`src/rtl/cnn_pkg.sv`:
```
// Shared FSM encodings and default sizing constants for the CNN FIFO fill path.
package cnn_pkg;

  localparam int DEF_ARRAY_SIZE   = 9;
  localparam int DEF_DATA_SIZE    = 16;
  localparam int DEF_DIMDATA_SIZE = 16;
  localparam int DEF_ADDR_W       = 14;
  localparam int OFFSET_W         = 8;

  typedef enum logic [1:0] {
    FILL_IDLE  = 2'd0,
    FILL_RUN   = 2'd1,
    FILL_DRAIN = 2'd2,
    FILL_DONE  = 2'd3
  } fill_state_e;

  // A job with no complete KxK window produces no reads at all.
  function automatic logic job_is_degenerate(input int unsigned h,
                                             input int unsigned w,
                                             input int unsigned k);
    return (k == 0) || (k > h) || (k > w) || (h == 0);
  endfunction

endpackage

```
`src/rtl/conv_addr_gen.sv`:
```
// Raster walker over output positions and KxK taps; produces one BRAM address
// per tap and steps only when the controller accepts the current one via next_i.
module conv_addr_gen
  import cnn_pkg::*;
#(
  parameter int DIMDATA_SIZE = DEF_DIMDATA_SIZE,
  parameter int ADDR_W       = DEF_ADDR_W
) (
  input  logic                    clk,
  input  logic                    reset,
  input  logic                    clear_i,
  input  logic                    load_i,
  input  logic [ADDR_W-1:0]       base_i,
  input  logic [DIMDATA_SIZE-1:0] height_i,
  input  logic [DIMDATA_SIZE-1:0] width_i,
  input  logic [DIMDATA_SIZE-1:0] ksize_i,
  input  logic                    next_i,
  output logic [ADDR_W-1:0]       addr_o,
  output logic [DIMDATA_SIZE-1:0] tap_o,
  output logic                    last_o
);

  localparam int PW = 2 * DIMDATA_SIZE;

  typedef logic [DIMDATA_SIZE-1:0] dim_t;

  logic [ADDR_W-1:0] base_q, base_d;
  dim_t width_q, width_d, ksize_q, ksize_d;
  dim_t rmax_q, rmax_d, cmax_q, cmax_d;
  dim_t r_q, r_d, c_q, c_d, ki_q, ki_d, kj_q, kj_d, tap_q, tap_d;

  dim_t          kmax;
  logic          kj_end, ki_end, c_end, r_end;
  logic [PW-1:0] row_w, col_w, sum_w;

  always_comb begin
    kmax   = ksize_q - 1'b1;
    kj_end = (kj_q == kmax);
    ki_end = (ki_q == kmax);
    c_end  = (c_q == cmax_q);
    r_end  = (r_q == rmax_q);
    last_o = kj_end && ki_end && c_end && r_end;
    tap_o  = tap_q;

    row_w  = PW'(r_q) + PW'(ki_q);
    col_w  = PW'(c_q) + PW'(kj_q);
    sum_w  = (row_w * PW'(width_q)) + col_w + PW'(base_q);
    addr_o = ADDR_W'(sum_w);
  end

  always_comb begin
    base_d  = base_q;
    width_d = width_q;
    ksize_d = ksize_q;
    rmax_d  = rmax_q;
    cmax_d  = cmax_q;
    r_d     = r_q;
    c_d     = c_q;
    ki_d    = ki_q;
    kj_d    = kj_q;
    tap_d   = tap_q;

    if (clear_i) begin
      r_d   = '0;
      c_d   = '0;
      ki_d  = '0;
      kj_d  = '0;
      tap_d = '0;
    end else if (load_i) begin
      base_d  = base_i;
      width_d = width_i;
      ksize_d = ksize_i;
      rmax_d  = height_i - ksize_i;
      cmax_d  = width_i - ksize_i;
      r_d     = '0;
      c_d     = '0;
      ki_d    = '0;
      kj_d    = '0;
      tap_d   = '0;
    end else if (next_i) begin
      // kj fastest, then ki, then column, then row; tap index tracks ki*K+kj.
      if (!kj_end) begin
        kj_d  = kj_q + 1'b1;
        tap_d = tap_q + 1'b1;
      end else begin
        kj_d = '0;
        if (!ki_end) begin
          ki_d  = ki_q + 1'b1;
          tap_d = tap_q + 1'b1;
        end else begin
          ki_d  = '0;
          tap_d = '0;
          if (!c_end) begin
            c_d = c_q + 1'b1;
          end else begin
            c_d = '0;
            r_d = r_end ? '0 : r_q + 1'b1;
          end
        end
      end
    end
  end

  always_ff @(posedge clk) begin
    if (reset) begin
      base_q  <= '0;
      width_q <= '0;
      ksize_q <= '0;
      rmax_q  <= '0;
      cmax_q  <= '0;
      r_q     <= '0;
      c_q     <= '0;
      ki_q    <= '0;
      kj_q    <= '0;
      tap_q   <= '0;
    end else begin
      base_q  <= base_d;
      width_q <= width_d;
      ksize_q <= ksize_d;
      rmax_q  <= rmax_d;
      cmax_q  <= cmax_d;
      r_q     <= r_d;
      c_q     <= c_d;
      ki_q    <= ki_d;
      kj_q    <= kj_d;
      tap_q   <= tap_d;
    end
  end

endmodule

```
`src/rtl/fifo_fill_controller.sv`:
```
// Streams KxK convolution windows from image BRAM into per-tap lane FIFOs,
// one tap per cycle, stalling on lane-full or enable low.
module fifo_fill_controller
  import cnn_pkg::*;
#(
  parameter int ARRAY_SIZE   = DEF_ARRAY_SIZE,
  parameter int DATA_SIZE    = DEF_DATA_SIZE,
  parameter int DIMDATA_SIZE = DEF_DIMDATA_SIZE,
  parameter int ADDR_W       = DEF_ADDR_W
) (
  input  logic                    clk,
  input  logic                    reset,
  input  logic                    fifo_fill_reset,
  input  logic                    fifo_fill_enable,
  input  logic [ADDR_W-1:0]       fifo_initial_address,
  input  logic [DIMDATA_SIZE-1:0] image_height,
  input  logic [DIMDATA_SIZE-1:0] image_width,
  input  logic [DIMDATA_SIZE-1:0] kernel_size,
  input  logic [OFFSET_W-1:0]     fifo_offset,
  output logic [ADDR_W-1:0]       mem_addr,
  output logic                    mem_en,
  input  logic [DATA_SIZE-1:0]    mem_data,
  input  logic [ARRAY_SIZE-1:0]   fifo_full,
  output logic [ARRAY_SIZE-1:0]   fifo_w_en,
  output logic [DATA_SIZE-1:0]    fifo_w_data,
  output logic                    fifo_fill_done
);

  localparam int LANE_W = ((DIMDATA_SIZE > OFFSET_W) ? DIMDATA_SIZE : OFFSET_W) + 1;

  fill_state_e state_q, state_d;

  logic [OFFSET_W-1:0]     offset_q, offset_d;
  logic [ARRAY_SIZE-1:0]   w_en_q, w_en_d;
  logic [ADDR_W-1:0]       gen_addr;
  logic [DIMDATA_SIZE-1:0] gen_tap;
  logic                    gen_last;
  logic                    start, degenerate, issue, lane_blocked;
  logic [LANE_W-1:0]       lane_w;
  logic [ARRAY_SIZE-1:0]   lane_hit;

  conv_addr_gen #(
    .DIMDATA_SIZE (DIMDATA_SIZE),
    .ADDR_W       (ADDR_W)
  ) u_addr_gen (
    .clk      (clk),
    .reset    (reset),
    .clear_i  (!fifo_fill_reset),
    .load_i   (start),
    .base_i   (fifo_initial_address),
    .height_i (image_height),
    .width_i  (image_width),
    .ksize_i  (kernel_size),
    .next_i   (issue),
    .addr_o   (gen_addr),
    .tap_o    (gen_tap),
    .last_o   (gen_last)
  );

  // Lanes beyond the array still get read (to keep the walk in step) but never decode a hit.
  assign lane_w = LANE_W'(offset_q) + LANE_W'(gen_tap);

  generate
    for (genvar gi = 0; gi < ARRAY_SIZE; gi++) begin : g_lane
      assign lane_hit[gi] = (lane_w == LANE_W'(gi));
    end
  endgenerate

  assign lane_blocked = |(lane_hit & fifo_full);
  assign issue        = (state_q == FILL_RUN) && fifo_fill_reset && fifo_fill_enable
                        && !lane_blocked;
  assign degenerate   = job_is_degenerate(32'(image_height), 32'(image_width),
                                          32'(kernel_size));

  always_comb begin
    state_d  = state_q;
    start    = 1'b0;
    offset_d = offset_q;
    w_en_d   = issue ? lane_hit : '0;

    unique case (state_q)
      FILL_IDLE: begin
        if (fifo_fill_reset && fifo_fill_enable) begin
          start    = 1'b1;
          offset_d = fifo_offset;
          state_d  = degenerate ? FILL_DONE : FILL_RUN;
        end
      end
      FILL_RUN:   if (issue && gen_last) state_d = FILL_DRAIN;
      FILL_DRAIN: state_d = FILL_DONE;
      FILL_DONE:  state_d = FILL_DONE;
      default:    state_d = FILL_IDLE;
    endcase

    // Soft clear wins from any state; issue is already gated so no write is queued.
    if (!fifo_fill_reset) state_d = FILL_IDLE;
  end

  always_ff @(posedge clk) begin
    if (reset) begin
      state_q  <= FILL_IDLE;
      offset_q <= '0;
      w_en_q   <= '0;
    end else begin
      state_q  <= state_d;
      offset_q <= offset_d;
      w_en_q   <= w_en_d;
    end
  end

  assign mem_en         = issue;
  assign mem_addr       = gen_addr;
  assign fifo_w_en      = w_en_q;
  assign fifo_w_data    = (|w_en_q) ? mem_data : '0;
  assign fifo_fill_done = (state_q == FILL_DONE);

endmodule

```
`config.mk`:
```
export PLATFORM = sky130hd
export DESIGN_NAME = fifo_fill_controller
export DESIGN_NICKNAME = d
export VERILOG_FILES = /design/src/rtl/cnn_pkg.sv /design/src/rtl/conv_addr_gen.sv /design/src/rtl/fifo_fill_controller.sv
export SDC_FILE = /design/constraint.sdc
export NUM_CORES = 1
export LEC_CHECK = 0
export ABC_AREA = 1
export ABC_CLOCK_PERIOD_IN_PS = 10600
export CORE_ASPECT_RATIO = 0.7
export CORE_UTILIZATION = 25
export CTS_CLUSTER_DIAMETER = 120
export DETAILED_ROUTE_END_ITERATION = 12
export PLACE_DENSITY = 0.5
export SLEW_MARGIN = 30
export SYNTH_ARGS = -nofsm -noshare
export SYNTH_HDL_FRONTEND = slang
export SYNTH_HIERARCHICAL = 1
export SYNTH_SLANG_ARGS = --single-unit
```
`constraint.sdc`:
```
create_clock -name clk -period 10.6 [get_ports clk]
set_input_delay 2.12 -clock clk [delete_from_list [all_inputs] [get_ports clk]]
set_output_delay 2.12 -clock clk [all_outputs]
set_load 0.01 [all_outputs]
```
# Word-level counts from Yosys, hierarchy flattened
# Index checks and enable logic that the tools add are counted.
dict set report classes {
  eq_ne 17
  add_sub_neg 13
  multipliers 1
  bitwise 3
  n_reduce_logical 28
  muxes 13
  n_lt_le_gt_ge 2
}
# operator n
set ops {}
lappend ops {{$mux 16} 7}
lappend ops {{$add 16x1->16 const B} 5}
lappend ops {{$eq 17x3->1 const B} 4}
lappend ops {{$eq 16x16->1} 4}
lappend ops {{$add 14x14->14} 3}
lappend ops {{$eq 17x2->1 const B} 2}
lappend ops {{$gt 16x16->1} 2}
lappend ops {{$logic_not 16->1} 2}
lappend ops {{$mul 32x16->14} 1}
lappend ops {{$sub 16x16->16} 2}
lappend ops {{$reduce_or 9->1} 2}
lappend ops {{$add 16x16->17} 1}
lappend ops {{$add 8x16->17} 1}
lappend ops {{$eq 17x1->1 const B} 1}
lappend ops {{$eq 17x4->1 const B} 1}
lappend ops {{$logic_not 17->1} 1}
lappend ops {{$sub 16x1->16 const B} 1}
lappend ops {{$and 9x9->9} 1}
lappend ops {{$logic_and 1x1->1} 8}
lappend ops {{$reduce_and 2->1} 4}
lappend ops {{$mux 2} 3}
lappend ops {{$pmux 2 s3} 1}
lappend ops {{$reduce_or 2->1} 3}
lappend ops {{$eq 2x2->1 const B} 2}
lappend ops {{other kinds (11)} 15}
dict set report word_totals {
  word_cells 90
  in_bits 99
  register_bits 177
  out_inout_bits 41
}

# Depth between registers and ports, before layout
# Gate-level depths: netlist (run 1).
dict set report logic_depth {
  word_depth 9
  mapped_depth 35
  mapped_depth_nobuf 35
}

# Modules after synthesis
# Netlist (run 1), hierarchy kept.
# module area_per_inst_um2 seq_area_each_um2 instances cells_per_inst
set by_module_without_submodules {}
lappend by_module_without_submodules {conv_addr_gen 14980.6 3123.0 1 2172}
lappend by_module_without_submodules {fifo_fill_controller 2832.7 380.4 1 502}

# Worst setup path before layout (run 1)
# OpenSTA, ideal clock, no wires.
dict set report synth_path {
  path_kind {flip-flop to output port}
  from {reg u_addr_gen.ki_q[0]}
  to {out mem_addr[13]}
  t_required_ns 8.480
  slack_ns 2.267
  arrival_ns 6.213
  path_stages_with_launch 35
  path_buffers 0
  cell_sequence {dfxtp_1 > ha_1 > inv_1 > fa_1 > inv_1 > nand2_1 > nand2_1 > nand3_1 > nand2_1 > nand2_1 > nand2_1 > nor2_1 > fa_1 > inv_1 > fa_1 > inv_1 > fa_1 > ha_1 > fa_1 > inv_1 > fa_1 > inv_1 > ha_1 > a21oi_1 > o21ai_0 > a21oi_1 > o21ai_0 > nand2_1 > nand2_1 > a21oi_1 > xor2_1 > nand3_1 > nand2_1 > nand2_1 > nand2_1}
}
dict set report synth_between {
  elab_chain_len 4
}
# item line_no
set synth_rtl {}
lappend synth_rtl {{start: declaration} conv_addr_gen.sv:30} ;# dim_t r_q, r_d, c_q, c_d, ki_q, ki_d, kj_q, kj_d, tap_q, tap_d;
lappend synth_rtl {{start signal: assignment} conv_addr_gen.sv:124} ;# ki_q <= ki_d;
lappend synth_rtl {{$add 16x16->17} conv_addr_gen.sv:45} ;# row_w = PW'(r_q) + PW'(ki_q);
lappend synth_rtl {{$mul 32x16->14} conv_addr_gen.sv:47} ;# sum_w = (row_w * PW'(width_q)) + col_w + PW'(base_q);
lappend synth_rtl {{$add 14x14->14 (2 in a row)} conv_addr_gen.sv:47}
lappend synth_rtl {{end: declaration} fifo_fill_controller.sv:20} ;# output logic [ADDR_W-1:0] mem_addr,
# No other way between the ends.

# Worst setup path in the final report (run 1)
dict set report layout_path {
  from {reg u_addr_gen.r_q[0]}
  to {out mem_addr[13]}
}
dict set report layout_between {
  elab_chain_len 4
}
# item line_no
set layout_rtl {}
lappend layout_rtl {{start: declaration} conv_addr_gen.sv:30}
lappend layout_rtl {{start signal: assignment} conv_addr_gen.sv:122} ;# r_q <= r_d;
lappend layout_rtl {{$add 16x16->17} conv_addr_gen.sv:45}
lappend layout_rtl {{$mul 32x16->14} conv_addr_gen.sv:47}
lappend layout_rtl {{$add 14x14->14 (2 in a row)} conv_addr_gen.sv:47}
# No other way between the ends.

==> impl_metrics.env, run 1 <==
export IMPL_status="complete, no violations"
export IMPL_cap_violations=0
export IMPL_min_delay_path_class="flop to flop"
export IMPL_cts_hold_buffers_added=0
export IMPL_clkPwrFrac_pct=38.9
export IMPL_pwr_share_seq_pct=38.4
export IMPL_yosys_area_share_simple_pct=29.7
export IMPL_power_density_nw_per_um2=87.2
export IMPL_rsz0062_at_grt="false"
export IMPL_io_pin_count=140
export IMPL_endpoint_kind="output port"
export IMPL_cp_slowest_stage_delay_ns=0.54
export IMPL_r2r_cells=26
export IMPL_synth_xor_area_share_pct=7.49
export IMPL_numCtsBuffers=17
export IMPL_mappedNetlistNets=3005
export IMPL_critPathBufInv=7
export IMPL_grt_pass1_wl_um=91200
export IMPL_holdPathEnd="u_addr_gen/c_q[6]"
export IMPL_fp_coreArea_um2=70100
export IMPL_wl_per_cell_um=15.5
export IMPL_portBuffers=139
export IMPL_synthAdderAreaFrac_pct=20.3
export IMPL_worst_slew_pin_slew_ns=0.802
export IMPL_post_cts_buffers=0
export IMPL_final_nets=3109
export IMPL_vias=16700
export IMPL_setup_violations_final=0
export IMPL_h_tree_depth=4
export IMPL_synth_area_mux_share_pct=0
export IMPL_min_period_over_period_pct=94.0
export IMPL_r2r_start="u_addr_gen/tap_o[0]"
export IMPL_synth_area_leaders="dfxtp_1 (20%), nand2_1 (12%), fa_1 (11%), inv_1 (10%), ha_1 (9.6%)"
export IMPL_start_util_pct=25.4
export IMPL_maxSlewViolCount=0
export IMPL_fmax_mhz=100
export IMPL_yosysWarningCount=6
export IMPL_ant_nets=0
export IMPL_synth_cells=2674
export IMPL_ys_flop_type="dfxtp_1"
export IMPL_cts_tree="yes"
export IMPL_drc=0
export IMPL_internal_power_mw=1.22
export IMPL_drt_initial_drc_count=1498
export IMPL_vdd_drop_max_mv=0.0699
export IMPL_dr_pass1_iters=5
export IMPL_gp_congestion=0.881
export IMPL_diodes=0
export IMPL_drive_gt1_share_pct=4.19
export IMPL_synth_top_area_cell="dfxtp_1"
export IMPL_p_comb_share_pct=22.7
export IMPL_viasPerCell=4.45
export IMPL_synth_edff_count=0
export IMPL_switching_share_pct=33.0
export IMPL_track_usage_pct=16.2
export IMPL_synth_top_area_share_pct=19.7
export IMPL_fin_crit_ns=9.97
export IMPL_power_leakage_nw=9.62
export IMPL_die_h_um=225
export IMPL_seq_area_frac_synth_pct=19.7
export IMPL_fp_dieArea_um2=72300
export IMPL_fin_skew_ns=0.0169
export IMPL_dp_hpwl_um=47600
export IMPL_maxSlewHeadroom_pct=46.1
export IMPL_stdcell_area_um2=20800
export IMPL_wl_um=57900
export IMPL_die_w_um=321
export IMPL_worstHoldPathCells=2
export IMPL_final_cell_mix="nand2_1 (574), inv_1 (495), nor2_1 (283)"
export IMPL_hp_start="u_addr_gen/c_q[6]"
export IMPL_r2r_end="u_addr_gen/kj_q[14]"
export IMPL_cp_max_fo=7
export IMPL_path_class="flop to output port"
export IMPL_synth_compound_area_share_pct=10.3
export IMPL_crit_top_cell="nand2_1"
export IMPL_grt_remaining_overflow=0
export IMPL_switching_power_mw=0.600
export IMPL_fp_row_count=81
export IMPL_layout_commonest_cell="nand2_1"
export IMPL_rrSetupSlack_ns=5.69
export IMPL_tns_ns=0
export IMPL_synth_top_family_by_area="simple AND/OR/NAND/NOR gates"
export IMPL_grt_pass1_vias=15600
export IMPL_ys_types=58
export IMPL_clk_pin_slew_ns=0.08
export IMPL_post_cts_resize_count=0
export IMPL_async_flop_share_pct=0
export IMPL_insertion_delay_ns=0.49
export IMPL_cp_required_ns=8.48
export IMPL_avgSynthCellArea_um2=6.66
export IMPL_antenna_found_initial=1
export IMPL_cp_start_kind="flop"
export IMPL_synthesis_area_um2=17800
export IMPL_fin_util_pct=29.7
export IMPL_grt_max_degree=71
export IMPL_cts_sinks=175
export IMPL_cp_arrival_ns=7.85
export IMPL_area_delta_synth_final_pct=16.8
export IMPL_synth_seq_cells=175
export IMPL_clock_tree_buffer_depth=2
export IMPL_cpLargestDelayFamily="adder cells"
export IMPL_finalHoldViolCount=0
export IMPL_clockRootBuffer="clkbuf_16"
export IMPL_crit_slowest_cell="fa_1"
export IMPL_place_area_um2=20200
-- per-layer routing --
metal / wire length [µm] / vias up / track usage, %
met3: 3440 / 36 / 3.10
met5: 0 / - / 0
met4: 595 / 0 / 3.35
met1: 32600 / 7605 / 26.6
li1: - / 8628 / -
met2: 21300 / 400 / 20.9
-- sequential cells by signal, summed over array words and instances (netlist names) --
signal,flops
u_addr_gen/kj_q,16
u_addr_gen/base_q,14
u_addr_gen/cmax_q,16
state_q,2
u_addr_gen/c_q,16
u_addr_gen/r_q,16
u_addr_gen/ksize_q,16
u_addr_gen/ki_q,16
u_addr_gen/width_q,14
u_addr_gen/tap_o,16
fifo_w_en,9
offset_q,8
u_addr_gen/rmax_q,16
-- cell type report --
cell class              instances  area [µm²]
clock buffers                  18         439
clock inverters                14         199
fillers                      7785       49300
multi-input cells            1925       12100
flip-flops and latches        175        3510
repair buffers                147        1450
inverters                     512        1930
well taps                     954        1190
-- worst max-delay path by stage --
stage	from	to	slack, ns	depth (start not counted)
after floorplan	u_addr_gen/ki_q[0]	mem_addr[13]	2.27	34
after global placement	u_addr_gen/r_q[0]	mem_addr[13]	1.06	35
after detailed placement	u_addr_gen/r_q[0]	mem_addr[13]	1.0	35
after CTS	u_addr_gen/r_q[0]	mem_addr[13]	0.41	35
after global routing	u_addr_gen/r_q[0]	mem_addr[13]	0.04	35
final	u_addr_gen/r_q[0]	mem_addr[13]	0.63	35
-- cells in the mapped netlist, types with 10 or more instances --
| cell | n |
|---|---|
| ha_1 | 136 |
| nand3_1 | 157 |
| nand3b_1 | 21 |
| or2_2 | 10 |
| dfxtp_1 | 175 |
| xnor2_1 | 38 |
| clkbuf_1 | 50 |
| nand2_1 | 574 |
| inv_1 | 496 |
| nor4_1 | 20 |
| a21oi_1 | 176 |
| nor2_2 | 10 |
| nor2_1 | 285 |
| fa_1 | 96 |
| nand2_2 | 15 |
| o21ai_0 | 109 |
| nand4_1 | 54 |
| nor3_1 | 34 |
| a21oi_2 | 10 |
| xor2_1 | 107 |
-- power by group through the flow --
| stage | Sequential (mW) | Combinational, mW | Clock [mW] |
|---|---|---|---|
| CTS | 0.696 | 0.411 | 0.731 |
| floorplan | 0.701 | 0.270 | 0 |
| global route | 0.699 | 0.462 | 0.757 |
| finish | 0.697 | 0.412 | 0.706 |
| detailed placement | 0.711 | 0.409 | 0 |
| global placement | 0.712 | 0.410 | 0 |
-- tightest hold or removal path, stage by stage, from the launching register on --
cell and delay [ns]:
dfxtp_1 0.33, nand2_1 0.08, a21oi_2 0.05
-- cells by family after synthesis --
logic type,count (synthesis)
buffers and inverters,574
and+or+nand+nor,1208
xor gates and xnor gates,149
DFF,175
adders and majority gates,232
AOI/OAI and AO/OA,336
-- through the flow --
stage                     cells  hold slack (ns)  power (mW)  worst slack, ns
after floorplan            2674            0.464       0.971             2.27
after global placement     3713            0.488        1.12             1.06
after detailed placement   3713            0.484        1.12            0.996
after CTS                  3745            0.498        1.84            0.407
after global routing       3745            0.534        1.92           0.0445
final                      3745            0.501        1.82            0.631
No activity file was read; power rests on OpenSTA's default activity.
==> run 2: changes to the inputs <==
--- a/config.mk
+++ b/config.mk
@@ -7,7 +7,7 @@
 export LEC_CHECK = 0
 export ABC_AREA = 1
 export ABC_CLOCK_PERIOD_IN_PS = 10600
-export CORE_ASPECT_RATIO = 0.7
+export CORE_ASPECT_RATIO = 1.25
 export CORE_UTILIZATION = 25
 export CTS_CLUSTER_DIAMETER = 120
 export DETAILED_ROUTE_END_ITERATION = 12
==> run 2 against run 1 <==
  * Critical path depth unchanged
  * Highest routed layer unchanged
  * Largest power group unchanged
  * Routed wire length up 2.2%
  * Cell count down 0.32%
  * Register-to-register slack worse by 0.04 ns
  * Cell area about the same
  * Via count up 0.46%
  * Flip-flop and latch count unchanged
  * Global-route usage up 0.46 points
  * Clock-buffer cell count unchanged
==> impl_metrics.env, run 2 (synthesis gave the netlist of run 1 again) <==
export IMPL_dp_cells=3701
export IMPL_clk_pin_slew_ns=0.07
export IMPL_drc=0
export IMPL_cts_hold_buffers_added=0
export IMPL_clockRootBuffer="clkbuf_16"
export IMPL_fmax_mhz=102
export IMPL_holdPathEnd="u_addr_gen/r_q[15]"
export IMPL_cap_violations=0
export IMPL_fillers=7890
export IMPL_grt_pass1_wl_um=92000
export IMPL_vias=16700
export IMPL_fin_skew_ns=0.0117
export IMPL_cts_sinks=175
export IMPL_cp_slowest_stage_delay_ns=0.54
export IMPL_grt_pass1_vias=16200
export IMPL_min_delay_path_class="flop to flop"
export IMPL_maxSlewHeadroom_pct=38.8
export IMPL_p_comb_share_pct=22.6
export IMPL_fin_crit_ns=9.84
export IMPL_cp_start_kind="flop"
export IMPL_fp_row_count=109
export IMPL_finalHoldViolCount=0
export IMPL_io_pin_count=140
export IMPL_crit_top_cell="nand2_1"
export IMPL_wl_per_cell_um=15.8
export IMPL_switching_share_pct=31.9
export IMPL_dr_max_layer_used="met4"
export IMPL_status="complete, no violations"
export IMPL_grt_max_degree=84
export IMPL_start_util_pct=25.2
export IMPL_fp_dieArea_um2=72300
export IMPL_pwr_share_seq_pct=38.0
export IMPL_ant_nets=0
export IMPL_layout_cells_non_filler=3733
export IMPL_r2r_start="u_addr_gen/tap_o[0]"
export IMPL_power_leakage_nw=9.62
export IMPL_cts_tree="yes"
export IMPL_wl_um=59200
export IMPL_fp_coreArea_um2=70600
export IMPL_drive_gt1_share_pct=4.16
export IMPL_grt_remaining_overflow=0
export IMPL_vdd_drop_max_mv=0.0938
export IMPL_dr_pass1_iters=5
export IMPL_cpLargestDelayFamily="adder cells"
export IMPL_numCtsBuffers=17
export IMPL_final_nets=3108
export IMPL_switching_power_mw=0.587
export IMPL_maxSlewViolCount=0
export IMPL_met2_wirelength_um=30100
export IMPL_rsz0062_at_grt="false"
export IMPL_insertion_delay_ns=0.49
export IMPL_fin_util_pct=29.4
export IMPL_hp_start="u_addr_gen/r_q[15]"
export IMPL_cp_required_ns=8.48
export IMPL_portBuffers=139
export IMPL_min_period_over_period_pct=92.9
export IMPL_cp_max_fo=7
export IMPL_die_h_um=300
export IMPL_layout_commonest_cell="nand2_1"
export IMPL_gp_congestion=0.931
export IMPL_drt_initial_drc_count=952
export IMPL_diodes=0
export IMPL_r2r_end="u_addr_gen/kj_q[14]"
export IMPL_met3WireLength_um=1760
export IMPL_setup_violations_final=0
export IMPL_r2r_cells=25
export IMPL_tns_ns=0
export IMPL_cp_arrival_ns=7.72
export IMPL_critPathBufInv=7
export IMPL_clock_tree_buffer_depth=2
export IMPL_track_usage_pct=16.7
export IMPL_viasPerCell=4.49
export IMPL_path_class="flop to output port"
export IMPL_internal_power_mw=1.25
export IMPL_final_cell_mix="nand2_1 (574), inv_1 (495), nor2_1 (283)"
export IMPL_endpoint_kind="output port"
export IMPL_crit_slowest_cell="fa_1"
export IMPL_power_density_nw_per_um2=88.5
export IMPL_worst_slew_pin_slew_ns=0.917
export IMPL_die_w_um=241
export IMPL_dp_hpwl_um=48500
export IMPL_area_delta_synth_final_pct=16.8
export IMPL_worstHoldPathCells=2
export IMPL_rrSetupSlack_ns=5.65
export IMPL_clkPwrFrac_pct=39.4
export IMPL_antenna_found_initial=0
export IMPL_wl_met1_um=25300
export IMPL_h_tree_depth=4
## run 2: cell count changes in the layout (fill, tap and decap cells not counted)
cell        delta
buf_4          -1
bufinv_16      +2
clkinv_2       +2
clkinv_8       -2
clkinvlp_4     +2
inv_6          -3
inv_8          -1
## run 2: final cells by class
class / count / area [µm²] / share of cell area (%)
repair buffers: 146 / 1440 / 6.94
clock buffers: 18 / 439 / 2.11
well taps: 943 / 1180 / 5.67
inverters: 512 / 1930 / 9.26
clock inverters: 14 / 214 / 1.03
flip-flops and latches: 175 / 3510 / 16.9
multi-input cells: 1925 / 12100 / 58.1
## run 2: worst max path at each step
stage,from,cells after the start,endpoint
floorplan,u_addr_gen/ki_q[0],34,mem_addr[13]
global placement,u_addr_gen/ki_q[0],35,mem_addr[13]
detailed placement,u_addr_gen/ki_q[0],35,mem_addr[13]
CTS,u_addr_gen/ki_q[0],35,mem_addr[13]
global route,u_addr_gen/r_q[0],35,mem_addr[13]
finish,u_addr_gen/r_q[0],35,mem_addr[13]
## run 2: worst register-to-register path, cell delays in order, from the launching register on
cell,delay (ns)
dfxtp_1,0.51
ha_1,0.29
inv_1,0.08
fa_1,0.39
inv_1,0.13
nand3_1,0.08
nand3_1,0.13
nand3_1,0.11
nand2_1,0.10
nand2_1,0.09
nand3_1,0.18
nor2_2,0.09
nand3_1,0.12
nor2_1,0.06
nor2_2,0.20
and3_1,0.26
buf_4,0.26
inv_1,0.32
nor3_1,0.27
inv_1,0.10
nor2_1,0.11
nand2_1,0.11
nor3_1,0.36
nand4_1,0.22
o22ai_1,0.21
nor2_1,0.06
## run 2: timing repair
item,4_1_cts,5_1_grt
endpoints found under the setup margin,0,1
buffers inserted,0,0
gates resized for setup,0,2
## run 2: metrics by stage
stage / setup slack, ns / hold WS [ns] / power (mW) / instance area [µm²]
detailed placement: 1.12 / 0.494 / 1.13 / 20100
CTS: 0.565 / 0.510 / 1.87 / 20800
global placement: 1.13 / 0.494 / 1.13 / 20100
global route: 0.0935 / 0.538 / 1.95 / 20800
finish: 0.756 / 0.511 / 1.84 / 20800
floorplan: 2.27 / 0.464 / 0.971 / 17800
## run 2: power groups by stage
stage          combinational, mW  sequential, mW  clock [mW]
2_1_floorplan              0.270           0.701           0
3_3_place_gp               0.418           0.716           0
3_5_place_dp               0.418           0.715           0
4_1_cts                    0.420           0.700       0.750
5_1_grt                    0.466           0.702       0.778
6_report                   0.416           0.700       0.725
## run 2: routing by layer
layer | global-route usage (%) | up-vias
met2 | 30.0 | 269
li1 | - | 8630
met3 | 2.13 | 72
met1 | 19.9 | 7774
met5 | 0 | -
met4 | 6.56 | 0
==> run 3: changes to the inputs <==
==> constraint.sdc (replaced) <==
create_clock -name clk -period 10.6 [get_ports clk]
set_input_delay 2.12 -clock clk [delete_from_list [all_inputs] [get_ports clk]]
set_output_delay 2.12 -clock clk [all_outputs]
set_load 0.02 [all_outputs]
==> run 3 against run 2 <==
  * Cell area fell by 0.43%
  * Fmax fell by 0.67%
  * Critical endpoint unchanged
  * Worst hold slack barely moved
  * Setup slack got worse by 0.066 ns
  * Core utilization fell by 0.13 points
  * Power fell by 4.7%
==> impl_metrics.env, run 3 (synthesis gave the netlist of run 1 again) <==
export IMPL_cp_required_ns=8.48
export IMPL_cts_tree="yes"
export IMPL_clk_pin_slew_ns=0.07
export IMPL_hp_start="u_addr_gen/r_q[15]"
export IMPL_fp_dieArea_um2=72300
export IMPL_drive_gt1_share_pct=4.16
export IMPL_diodes=0
export IMPL_grt_max_degree=84
export IMPL_worst_slew_pin_slew_ns=0.925
export IMPL_internal_power_mw=1.15
export IMPL_post_cts_resize_count=0
export IMPL_io_pin_count=140
export IMPL_place_area_um2=20100
export IMPL_wl_per_cell_um=15.9
export IMPL_clockRootBuffer="clkbuf_16"
export IMPL_cp_arrival_ns=7.79
export IMPL_h_tree_depth=4
export IMPL_finalHoldViolCount=0
export IMPL_power_leakage_nw=9.55
export IMPL_stdcell_area_um2=20700
export IMPL_fp_coreArea_um2=70600
export IMPL_r2r_end="u_addr_gen/kj_q[15]"
export IMPL_final_nets=3108
export IMPL_switching_share_pct=34.2
export IMPL_final_cell_mix="nand2_1 (574), inv_1 (495), nor2_1 (283)"
export IMPL_track_usage_pct=16.7
export IMPL_fmax_mhz=101
export IMPL_die_h_um=300
export IMPL_power_mw=1.75
export IMPL_drt_initial_drc_count=1018
export IMPL_viasPerCell=4.49
export IMPL_start_util_pct=25.2
export IMPL_cts_hold_buffers_added=0
export IMPL_maxSlewViolCount=0
export IMPL_endpoint_kind="output port"
export IMPL_dr_pass1_iters=5
export IMPL_fin_crit_ns=9.91
export IMPL_pwr_share_seq_pct=39.9
export IMPL_layout_commonest_cell="nand2_1"
export IMPL_grt_pass1_wl_um=92200
export IMPL_rsz0062_at_grt="false"
export IMPL_grt_remaining_overflow=0
export IMPL_cp_max_fo=7
export IMPL_dp_hpwl_um=48500
export IMPL_insertion_delay_ns=0.49
export IMPL_min_period_over_period_pct=93.5
export IMPL_r2r_start="u_addr_gen/tap_o[0]"
export IMPL_clock_tree_buffer_depth=2
export IMPL_switching_power_mw=0.600
export IMPL_power_density_nw_per_um2=84.7
export IMPL_fp_row_count=109
export IMPL_antenna_found_initial=0
export IMPL_ant_nets=0
export IMPL_cts_sinks=175
export IMPL_path_class="flop to output port"
export IMPL_post_cts_buffers=0
export IMPL_grt_pass1_vias=16100
export IMPL_wl_um=59300
export IMPL_die_w_um=241
export IMPL_min_delay_path_class="flop to flop"
export IMPL_portBuffers=139
export IMPL_vdd_drop_max_mv=0.0957
export IMPL_rrSetupSlack_ns=5.57
export IMPL_worstHoldPathCells=2
export IMPL_setup_violations_final=0
export IMPL_numCtsBuffers=17
export IMPL_holdPathEnd="u_addr_gen/r_q[15]"
export IMPL_area_delta_synth_final_pct=16.3
export IMPL_crit_slowest_cell="clkdlybuf4s50_1"
export IMPL_clkPwrFrac_pct=36.2
export IMPL_p_comb_share_pct=23.9
export IMPL_vias=16800
export IMPL_drc=0
export IMPL_met2_wirelength_um=30200
export IMPL_fin_skew_ns=0.0153
export IMPL_fin_util_pct=29.3
export IMPL_maxSlewHeadroom_pct=38.3
export IMPL_r2r_cells=24
export IMPL_wl_met1_um=25400
export IMPL_cp_slowest_stage_delay_ns=0.60
export IMPL_met3WireLength_um=1610
export IMPL_cap_violations=0
export IMPL_crit_top_cell="nand2_1"
export IMPL_status="complete, no violations"
export IMPL_tns_ns=0
export IMPL_dr_max_layer_used="met4"
export IMPL_gp_congestion=0.931
export IMPL_cp_start_kind="flop"
## run 3: critical path: cells and delay by family (launching register included)
family | cells | cell delay (ns)
compound gates | 5 | 0.79
buf+inv | 7 | 0.94
xor+xnor | 1 | 0.21
simple gates | 13 | 1.10
fa+ha+maj | 9 | 3.82
flops | 1 | 0.41
## run 3: per-layer routing
| metal | global-route usage (%) | vias up |
|---|---|---|
| met5 | 0 | - |
| met4 | 6.66 | 0 |
| met2 | 30.0 | 268 |
| met3 | 1.90 | 68 |
| li1 | - | 8622 |
| met1 | 20.0 | 7795 |
## run 3: cell type report
| cell class | instances | area [µm²] |
|---|---|---|
| Clock buffer | 17 | 425 |
| Timing Repair Buffer | 146 | 1440 |
| Inverter | 512 | 1930 |
| Tap cell | 943 | 1180 |
| Clock inverter | 15 | 138 |
| Fill cell | 7894 | 49900 |
| Sequential cell | 175 | 3510 |
| Multi-Input combinational cell | 1925 | 12100 |
## run 3: stage by stage
stage,setup slack (ns),cells,hold WS [ns]
after floorplan,2.21,2674,0.464
after global placement,1.06,3701,0.489
after detailed placement,1.03,3701,0.499
after CTS,0.482,3733,0.514
after global routing,0.0442,3733,0.536
final,0.690,3733,0.511
## run 3: worst max-delay path by stage
stage	start	to	slack, ns
after detailed placement	u_addr_gen/ki_q[0]	mem_addr[13]	1.03
after global routing	u_addr_gen/r_q[1]	mem_addr[13]	0.04
final	u_addr_gen/ki_q[0]	mem_addr[13]	0.69
after CTS	u_addr_gen/ki_q[0]	mem_addr[13]	0.48
after global placement	u_addr_gen/ki_q[0]	mem_addr[13]	1.06
after floorplan	u_addr_gen/ki_q[0]	mem_addr[13]	2.21
## run 3: power by group through the flow
stage               sequential [mW]  clock [mW]  combinational, mW
floorplan                     0.701           0              0.272
global placement              0.716           0              0.421
detailed placement            0.715           0              0.420
CTS                           0.700       0.656              0.422
global route                  0.702       0.683              0.468
finish                        0.700       0.635              0.419
